### config.mk
export PLATFORM = sky130hd
export DESIGN_NAME = vedic_div6by3
export DESIGN_NICKNAME = d
export VERILOG_FILES = /design/src/rtl/vedic_pkg.sv /design/src/rtl/vedic_div_step.sv /design/src/rtl/vedic_div6by3.sv
export SDC_FILE = /design/constraint.sdc
export NUM_CORES = 1
export LEC_CHECK = 0
export CORE_MARGIN = 2
export CORE_UTILIZATION = 53
export CTS_BUF_LIST = sky130_fd_sc_hd__clkbuf_4
export DETAILED_ROUTE_END_ITERATION = 12
export GPL_TIMING_DRIVEN = 0
export HOLD_SLACK_MARGIN = 0.15
export MAX_ROUTING_LAYER = met4
export PLACE_DENSITY_LB_ADDON = 0.2
export SYNTH_ARGS = -nofsm -noshare
export SYNTH_HDL_FRONTEND = slang
export SYNTH_SLANG_ARGS = --single-unit
### constraint.sdc
create_clock -name clk -period 2.3 [get_ports clk]
set_input_delay 0.23 -clock clk [delete_from_list [all_inputs] [get_ports clk]]
set_output_delay 0.23 -clock clk [all_outputs]
set_load 0.03 [all_outputs]
### src/rtl/vedic_pkg.sv
// Shared constants and FSM state type for the Vedic arithmetic datapath.
package vedic_pkg;
  localparam int VEDIC_DW        = 6;
  localparam int VEDIC_VW        = 3;
  localparam int VEDIC_DIV_STEPS = 6;

  typedef enum logic [1:0] {IDLE, CALC, DONE} div_state_t;
endpackage

### src/rtl/vedic_div_step.sv
// One combinational restoring-division step: shift in a dividend bit, trial-subtract the divisor.
module vedic_div_step
  import vedic_pkg::*;
(
  input  logic [VEDIC_VW:0]   pr,
  input  logic                dbit,
  input  logic [VEDIC_VW-1:0] divisor,
  output logic [VEDIC_VW:0]   pr_next,
  output logic                q_bit
);
  logic [VEDIC_VW+1:0] shifted;

  // Full-width shift keeps the compare exact; the top bit is only ever set for divisor 0.
  always_comb begin
    shifted = {pr, dbit};
    q_bit   = (shifted >= {2'b00, divisor});
    pr_next = q_bit ? (VEDIC_VW+1)'(shifted - {2'b00, divisor}) : shifted[VEDIC_VW:0];
  end
endmodule

### src/rtl/vedic_div6by3.sv
// 6-bit / 3-bit sequential restoring divider, one quotient bit per clock, start/busy/done handshake.
// VEDIC_DIV_ZERO_DETECT_EN: divisor 0 short-circuits to DONE in 2 cycles and flags div_by_zero.
module vedic_div6by3
  import vedic_pkg::*;
(
  input  logic                clk,
  input  logic                rst,
  input  logic                start,
  input  logic [VEDIC_DW-1:0] dividend,
  input  logic [VEDIC_VW-1:0] divisor,
  output logic [VEDIC_DW-1:0] quotient,
  output logic [VEDIC_VW-1:0] remainder,
  output logic                busy,
  output logic                done,
  output logic                div_by_zero
);
  localparam int DW = VEDIC_DW;
  localparam int VW = VEDIC_VW;
  localparam logic [2:0] LAST_STEP = 3'(VEDIC_DIV_STEPS - 1);

`ifdef VEDIC_DIV_ZERO_DETECT_EN
  localparam bit ZERO_DETECT = 1'b1;
`else
  localparam bit ZERO_DETECT = 1'b0;
`endif

  div_state_t    state;
  logic [DW-1:0] dvd;
  logic [VW-1:0] dvs;
  logic [VW:0]   pr;
  logic [2:0]    count;
  logic [VW:0]   pr_next;
  logic          q_bit;

  vedic_div_step u_step (
    .pr      (pr),
    .dbit    (dvd[DW-1]),
    .divisor (dvs),
    .pr_next (pr_next),
    .q_bit   (q_bit)
  );

  assign remainder = pr[VW-1:0];

  always_ff @(posedge clk or posedge rst) begin
    if (rst) begin
      state       <= IDLE;
      dvd         <= '0;
      dvs         <= '0;
      pr          <= '0;
      count       <= '0;
      quotient    <= '0;
      busy        <= 1'b0;
      done        <= 1'b0;
      div_by_zero <= 1'b0;
    end else begin
      done        <= 1'b0;
      div_by_zero <= 1'b0;
      case (state)
        IDLE, DONE: begin
          if (start) begin
            dvd      <= dividend;
            dvs      <= divisor;
            quotient <= '0;
            pr       <= '0;
            count    <= '0;
            busy     <= !(ZERO_DETECT && (divisor == '0));
            state    <= CALC;
          end else begin
            state <= IDLE;
          end
        end
        CALC: begin
          if (ZERO_DETECT && (dvs == '0)) begin
            quotient    <= '1;
            pr          <= {1'b0, dvd[VW-1:0]};
            busy        <= 1'b0;
            done        <= 1'b1;
            div_by_zero <= 1'b1;
            state       <= DONE;
          end else begin
            // Dividend is consumed MSB first by shifting the captured copy left.
            dvd      <= dvd << 1;
            pr       <= pr_next;
            quotient <= {quotient[DW-2:0], q_bit};
            if (count == LAST_STEP) begin
              busy  <= 1'b0;
              done  <= 1'b1;
              state <= DONE;
            end else begin
              count <= count + 3'd1;
            end
          end
        end
        default: state <= IDLE;
      endcase
    end
  end
endmodule
== Word-level counts from Yosys, hierarchy flattened ==
Cells that the tools add are included.

* $lt $le $gt $ge: 1
* Reduce and logical (&&, ||, !) cells: 7
* Equal/unequal tests: 6
* Add/sub/neg operators: 2
* Multiplexer cells: 18

{| class="wikitable"
|+ Operators by type and width
! cell !! number
|-
| 6-bit one-hot mux with 2 select lines || 2
|-
| 6-bit 2-to-1 mux || 2
|-
| 4-bit 2-to-1 mux || 2
|-
| 4-bit one-hot mux with 2 select lines || 1
|-
| 3-bit 2-to-1 mux || 2
|-
| 2-bit != test, second input constant || 3
|-
| 3-bit one-hot mux with 2 select lines || 1
|-
| 3-bit AND reduction || 2
|-
| 5-bit by 3-bit >= comparator with 1-bit output || 1
|-
| 1-bit 2-to-1 mux || 5
|-
| 2-bit one-hot mux with 2 select lines || 1
|-
| 2-bit AND reduction || 2
|-
| 4-bit by 3-bit subtractor with 4-bit output || 1
|-
| 3-bit by 1-bit adder with 3-bit output, second input constant || 1
|-
| 3-bit == test, second input constant || 1
|-
| 2-bit by 1-bit == test with 1-bit output, second input constant || 1
|-
| 2-bit == test, second input constant || 1
|-
| 2-bit zero test || 1
|-
| 2-bit 2-to-1 mux || 1
|-
| 1-bit one-hot mux with 2 select lines || 1
|-
| 2-bit nonzero test || 1
|-
| 2-bit OR reduction || 1
|}

* Word-level logic and storage cells: 42
* Flip-flop bits (word level): 26

== Logic depth before layout (Yosys ltp) ==
Gate-level depths: netlist of run 1.

* Depth after elaboration: 4
* Gate-level depth with buffers: 6

== Cells and area by module ==
Synthesis of run 1 repeated with hierarchy kept, for this count alone.

* Cells, all modules: 116
* Area, all modules: 1273.7 µm²

{| class="wikitable"
|+ Modules (own cells, without submodules)
! module !! cells an instance !! area an instance (µm²) !! times used
|-
| vedic_div6by3 || 96 || 1096.1 || 1
|-
| vedic_div_step || 20 || 177.7 || 1
|}

== Worst setup path after synthesis of run 1 ==
OpenSTA, ideal clock, no wires.

* Path type: flip-flop to flip-flop
* Start point: register pr[1]
* End point: register pr[2]
* Library setup time: 0.139 ns
* Setup slack: 0.628 ns
* Cell stages (with the launch flop): 6
* Path buffers: 0
* Arrival time: 1.533 ns
* Cells stage by stage: dfrtp_1 > ha_1 > and3b_4 > a211oi_4 > and2_4 > o311ai_2

* Word-level cells in the longest chain between the ends: 3
* Elaborated cells on any way between the ends: 4
* Classes of those cells: 1 x add/sub; 1 x order compare; 2 x mux

{| class="wikitable"
|+ Ends and longest elaborated chain
! element !! line !! RTL
|-
| start, declared || vedic_div6by3.sv:30 || <nowiki>logic [VW:0] pr;</nowiki>
|-
| start signal, assigned || vedic_div6by3.sv:76 || <nowiki>pr <= {1'b0, dvd[VW-1:0]};</nowiki>
|-
| start signal, assigned || vedic_div6by3.sv:84 || <nowiki>pr <= pr_next;</nowiki>
|-
| 4-bit by 3-bit subtractor with 4-bit output / 5-bit by 3-bit >= comparator with 1-bit output (equally long branches) || vedic_div_step.sv:17, vedic_div_step.sv:16 ||
|-
| 4-bit 2-to-1 mux * || vedic_div_step.sv:17 || <nowiki>pr_next = q_bit ? (VEDIC_VW+1)'(shifted - {2'b00, divisor}) : shifted[VEDIC_VW:0];</nowiki>
|-
| 4-bit one-hot mux with 2 select lines * || vedic_div6by3.sv:59 || <nowiki>case (state)</nowiki>
|}

Mark *: on every way between the ends. The rest lies on a longest branch, timed or not.
A chain may end at the register's enable or synchronous reset.

== Worst setup path after layout of run 1 ==
Ends and elaborated chain as after synthesis.

==> summary.txt, run 1 <==
status: finished clean
H-tree levels: 1
fill cell total of the finished layout: 178
Core Region: 2210 sq um
worst slack, placed: 0.466 ns
critical path fanouts, max: 5
DRT Wirelength: 2350 um
largest area contributor in the netlist: dfrtp_1
register bit total from synthesis: 26
Min-Delay Path Class: input pin to async pin
wire per inst: 14.0 um
Peak VDD IR: 902 uV
Max Fclk: 542 MHz
Hold Buf Count CTS: 0
Die Wd: 52.3 um
sequential fraction of the synthesis area: 52.5%
most frequent cells after synthesis: 26 x dfrtp_1, 21 x nand2_1, 6 x a22o_1, 6 x inv_1
Clock Latency Late Sink: 0.32 ns
Pleak: 0.724 nW
Num CTS Buffers: 3
initial DRC count: 17
hold slack: 0.407 ns
crit path launch type: flip-flop
NumNets Final: 159
number of global-route vias before repair: 920
worst-margin pin slew: 0.963 ns
max-cap viol count: 0
ANT cells: 0
crit path kind: flip-flop to flip-flop
die height: 52.3 um
PostCTS Resize Cnt: 0
Slew headroom: 35.7%
Yosys cell types: 32
Initial Utilization: 56.0%
antenna-violating nets left: 0
Multi-input gate area: 515 sq um
clk buf depth: 2
layout cells sized above 1: 13.6%
fin crit share: 80.2%
critical path, cell by cell: ha_1 > and3b_4 > a211oi_4 > and2_4 > o311ai_2
Port-buffer cells: 22
1st-pass router iterations: 4
Slowest-stage cell, CP: dfrtp_1
Crit path max-delay family: simple AND/OR/NAND/NOR gates
clk_skew: 0.00651 ns
Yosys Warn Count: 0
first-pass GRT wire length: 4020 um
clock sinks: 26
endpoint type of the worst setup path: flip-flop
Ports: 24
die area: 2740 sq um
syn avg cell area: 10.9 sq um
cell with the most instances after synthesis: dfrtp_1
Power Dens Cells: 1630 nW/um^2
largest net degree at the start of global routing: 27
number of synthesized flops with an enable pin: 0
crit path DAT: 2.04 ns
Synth Instances: 114
final hold vios: 0
final worst slack: 0.455 ns
mapped cell area: 1240 sq um
All-Layer GR Usage: 20.6%
minimum clock period: 1.85 ns
Root Buffer: clkbuf_4
Residual DRC: 0
FF+latch area: 651 sq um
DP HPWL: 1810 um
area grow syn2layout: 24.8%
async set-reset flop share out of synthesis: 100%
CP max stage delay: 0.45 ns
Placer Congestion: 0.889
main area contributors after synthesis: dfrtp_1 53%, nand2_1 6.4%, ha_1 5.1%
DR vias: 902
CTS tree: yes
post-synthesis net count: 132
Worst EP required: 2.49 ns
via density per instance: 5.37
initial antenna violation count: 0
post-synth top area share: 52.5%
Buf/Inv on CP: 0
clk slew on worst S/H paths: 0.14 ns
global route overflow: 0
Final setup viols: 0
pins over their slew limit: 0
Post-synth top flop: dfrtp_1
post-CTS setup buffers: 0
# rows: 17
RSZ-0062 raised after global routing: no
Final TNS setup: 0 ns
[metal layers]
metal / vias to the layer above / global-route usage [%] / wire [um]
li1: 443 / - / -
met4: 0 / 6.41 / 8
met5: - / - / 0
met3: 2 / 2.57 / 77
met1: 441 / 25.2 / 1020
met2: 16 / 35.6 / 1240
[state kept, by name (all words and copies together), names as in the netlist]
name      count
dvd           6
quotient      6
pr            4
count         3
dvs           3
state         2
busy          1
done          1
[path summary, 6_finish.rpt]
kind,startpoint,endpoint,slack (ns),depth (start not counted)
max in group asynchronous,rst,dvs[2],1.31,2
hold / removal,rst,dvd[0],0.41,2
hold reg to reg,dvd[2],dvd[2],0.50,2
setup reg to reg,pr[1],pr[2],0.45,5
setup / recovery,pr[1],pr[2],0.45,5
min in group clk,divisor[0],dvs[0],0.44,3
[cells in the final DEF, fill, tap and decap left out]
cell type        synthesis  layout
a22o_1                   6       6
fa_1                     1       1
a21oi_1                  1       1
a22oi_1                  4       4
o311ai_1                 2       2
inv_1                    6       6
bufinv_16                0       1
xor2_1                   1       1
buf_2                    4       4
nand3_1                  2       2
nor2b_4                  1       1
o21ai_1                  5       5
a221o_1                  1       1
dfrtp_1                 26      26
and4b_1                  1       1
ha_1                     5       5
nand2_1                 21      21
clkdlybuf4s50_1          0      22
nor2_1                   5       5
o311ai_2                 1       1
mux2i_1                  1       1
nand2b_1                 2       2
and2b_1                  1       1
buf_4                    4       4
and2_4                   1       1
and3b_4                  1       1
nor2b_1                  1       1
a31oi_1                  1       1
o21ai_2                  1       1
nor2_4                   1       1
conb_1                   1       1
nor3_1                   2       2
nand4_1                  3       3
a211oi_4                 1       1
clkbuf_4                 0       3
[per-stage QoR]
step           std cells  power [mW]  cell area (sq um)  utilization [%]
3_5_place_dp         164        2.24               1490             67.5
4_1_cts              168        2.55               1550             69.9
5_1_grt              168        2.72               1550             69.9
2_1_floorplan        114        1.84               1240                -
6_report             168        2.53               1550             69.9
3_3_place_gp         164        2.16               1490             67.5
[cell families (layout without fill, tap and decap cells)]
| kind of cell | count (synthesis) | after routing | share of synthesized area (%) |
|---|---|---|---|
| other | 1 | 1 | 0.303 |
| multiplexers | 1 | 1 | 0.808 |
| buffers and inverters | 14 | 40 | 5.86 |
| flip-flops | 26 | 26 | 52.5 |
| XOR/XNOR | 1 | 1 | 0.707 |
| AND/OR/NAND/NOR | 42 | 42 | 17.7 |
| AO/OA/AOI/OAI | 23 | 23 | 15.5 |
| adder cells (fa/ha/maj) | 6 | 6 | 6.67 |
[report_power, final]
group / switching (mW) / internal, mW
combinational: 0.761 / 0.642
clock: 0.135 / 0.176
sequential: 0.150 / 0.663
[cell type report]
| cell class | instances | area share [%] |
|---|---|---|
| Buffer | 8 | 3.24 |
| Tap cell | 28 | 2.27 |
| Multi-Input combinational cell | 74 | 33.3 |
| Inverter | 6 | 1.46 |
| Sequential cell | 26 | 42.1 |
| Clock inverter | 1 | 1.94 |
| Timing Repair Buffer | 22 | 14.2 |
| Clock buffer | 3 | 1.46 |
(Power assumes the default switching activity.)
==> run 2: changes to the inputs <==
CORE_UTILIZATION = 48   (was 53)
clock period = 1.59 ns   (was 2.3 ns; I/O delays follow)
==> run 2 against run 1 <==
Critical path type unchanged. Global-route usage is 0.52 points lower. Critical path depth is 2 higher. Total power is 64% higher. Highest routed layer unchanged. The flow now finishes with violations (setup timing). Wire length is 7.5% higher. Critical endpoint is now pr[0]. Non-clock buffer count is 11 higher. Via count is 5.0% higher.
==> summary.txt, run 2 (same netlist as run 1, synthesis figures left out) <==
R2R cell count: 7 (+2)
Slowest-stage cell, CP: dfrtp_1
Worst EP required: 1.80 ns (-0.69 ns)
DP HPWL: 1690 um (-7.0%)
ANT cells: 0 (unchanged)
Root Buffer: clkbuf_4
worst r2r src: dvs[1]
reg2reg end: pr[0]
max-cap viol count: 0 (unchanged)
Final setup viols: 2 (+2)
crit path launch type: flip-flop
antenna-violating nets left: 0 (unchanged)
hold slack: 0.337 ns (-0.0703 ns)
flop-to-flop setup slack: -0.009 ns (-0.46 ns)
via density per instance: 5.23 (-2.6%)
layout cells sized above 1: 27.8% (+14 points)
Sw Ratio: 40.0% (-1.4 points)
most frequent cells in the layout: 25 x dfrtp_1, 21 x nand2_1, 14 x buf_4, 14 x clkdlybuf4s50_1, 6 x a22o_1
area grow syn2layout: 37.6%
DR vias: 947 (+5.0%)
global route overflow: 0 (unchanged)
Residual DRC: 0 (unchanged)
number of global-route vias before repair: 885 (-3.8%)
most common cell after layout, fill and taps aside: dfrtp_1
failing checks: setup timing
initial DRC count: 14 (-3)
# rows: 18 (+1)
largest net degree at the start of global routing: 27 (unchanged)
1st-pass router iterations: 4 (unchanged)
endpoint type of the worst setup path: flip-flop
DRT Wirelength: 2530 um (+7.5%)
final worst slack: -0.00864 ns (-0.464 ns)
H-tree levels: 1 (unchanged)
Clock Power Share: 10.9% (-1.4 points)
Core Region: 2450 sq um (+11%)
Port-buffer cells: 22 (unchanged)
Pleak: 0.839 nW (+16%)
largest registers: dvd (6), quotient (6), pr (4)
clock sinks: 26 (unchanged)
clk_skew: 0.00700 ns (+0.000483 ns)
sequential share of power: 28.5% (-3.7 points)
pins over their slew limit: 0 (unchanged)
worst slack, placed: -0.0977 ns (-0.563 ns)
final hold vios: 0 (unchanged)
status: finished, violations left
Ports: 24 (unchanged)
Max Fclk: 626 MHz (+15%)
Psw: 1.66 mW (+59%)
All-Layer GR Usage: 20.1% (-0.52 points)
first-pass GRT wire length: 4020 um (unchanged)
clk slew on worst S/H paths: 0.14 ns (about the same)
CP max stage delay: 0.43 ns (-0.02 ns)
crit path DAT: 1.81 ns (-0.23 ns)
critical path, cell by cell: inv_2 > ha_4 > buf_4 > a31oi_2 > nor2b_4 > and2_4 > o311ai_2
clk buf depth: 2 (unchanged)
critical path fanouts, max: 4 (-1)
die area: 3000 sq um (+9.6%)
Logic pwr share: 60.6% (+5.1 points)
wire per inst: 14.0 um (-0.24%)
Critical path origin: dvs[1]
Min-Delay Path Class: input pin to async pin
fill cell total of the finished layout: 182 (+2.2%)
minimum clock period: 1.60 ns (-0.246 ns)
Internal: 2.48 mW (+68%)
fin crit share: 101% (+20 points)
Power Dens Cells: 2430 nW/um^2 (+49%)
Peak VDD IR: 1470 uV (+63%)
Clock Latency Late Sink: 0.33 ns (about the same)
initial antenna violation count: 0 (unchanged)
Slew headroom: 34.3% (-1.4 points)
NumNets Final: 170 (+6.9%)
CTS tree: yes
die height: 54.8 um (+4.7%)
Num CTS Buffers: 3 (unchanged)
RSZ-0062 raised after global routing: yes
Placer Congestion: 0.882 (-0.72%)
Die Wd: 54.8 um (+4.7%)
Hold Buf Count CTS: 0 (unchanged)
Initial Utilization: 50.5% (-5.5 points)
worst-margin pin slew: 0.985 ns (+0.0216 ns)
crit path kind: flip-flop to flip-flop
-- run 2: worst max-delay path by stage --
| stage | endpoint | slack [ns] | depth (start not counted) |
|---|---|---|---|
| after floorplan | pr[2] | 0.04 | 5 |
| after global placement | pr[2] | -0.05 | 5 |
| after detailed placement | pr[1] | -0.1 | 5 |
| after CTS | pr[0] | -0.03 | 6 |
| after global routing | pr[1] | -0.1 | 7 |
| final | pr[0] | -0.009 | 7 |
-- run 2: per-layer routing --
| metal | routed length (um) | global-route usage (%) | share of wire (%) |
|---|---|---|---|
| met5 | 0 | - | 0 |
| met2 | 1210 | 30.0 | 48 |
| met4 | 55 | 12.1 | 2.2 |
| met1 | 1180 | 25.4 | 47 |
| met3 | 89 | 3.55 | 3.5 |
-- run 2: final cells by class --
type	count	area, sq um	area share [%]
Timing Repair Buffer	33	313	18.4
Clock buffer	3	22.5	1.32
Clock inverter	1	30.0	1.76
Sequential cell	26	652	38.3
Buffer	8	50.0	2.94
Tap cell	30	37.5	2.20
Inverter	6	22.5	1.32
Multi-Input combinational cell	74	577	33.8
-- run 2: per-stage QoR --
stage | util [%] | power [mW] | area, sq um | cells | TNS (ns)
floorplan | - | 2.70 | 1250 | 114 | 0
global placement | 61.5 | 3.17 | 1510 | 166 | -0.193
detailed placement | 61.5 | 3.25 | 1510 | 166 | -0.379
CTS | 67.2 | 3.99 | 1650 | 178 | -0.0508
global route | 69.4 | 4.45 | 1700 | 181 | -0.347
finish | 69.4 | 4.14 | 1700 | 181 | -0.0173
-- run 2: critical path, delay by kind of cell (launching register included) --
family,cells,cell delay [ns]
buf+inv,2,0.22
compound gates,2,0.25
fa+ha+maj,1,0.20
simple gates,2,0.40
flops,1,0.43
-- run 2: what timing repair did --
action	in CTS	in global routing
gates cloned	0	0
setup endpoints to repair	8	12
resized for setup	11	12
endpoints found under the hold margin	0	0
pin swaps	7	6
buffers inserted	8	3
-- run 2: power by group through the flow --
stage | sequential, mW | combinational [mW] | clock, mW
after CTS | 1.17 | 2.35 | 0.466
final | 1.18 | 2.51 | 0.453
after global placement | 1.18 | 1.99 | 0
after floorplan | 1.31 | 1.39 | 0
after detailed placement | 1.19 | 2.06 | 0
after global routing | 1.22 | 2.75 | 0.489
==> run 3: changes to the inputs <==
HOLD_SLACK_MARGIN = 0.02   (was 0.15)
==> results of run 3 <==
Final layout, timing and power as in run 2 (identical DEF).
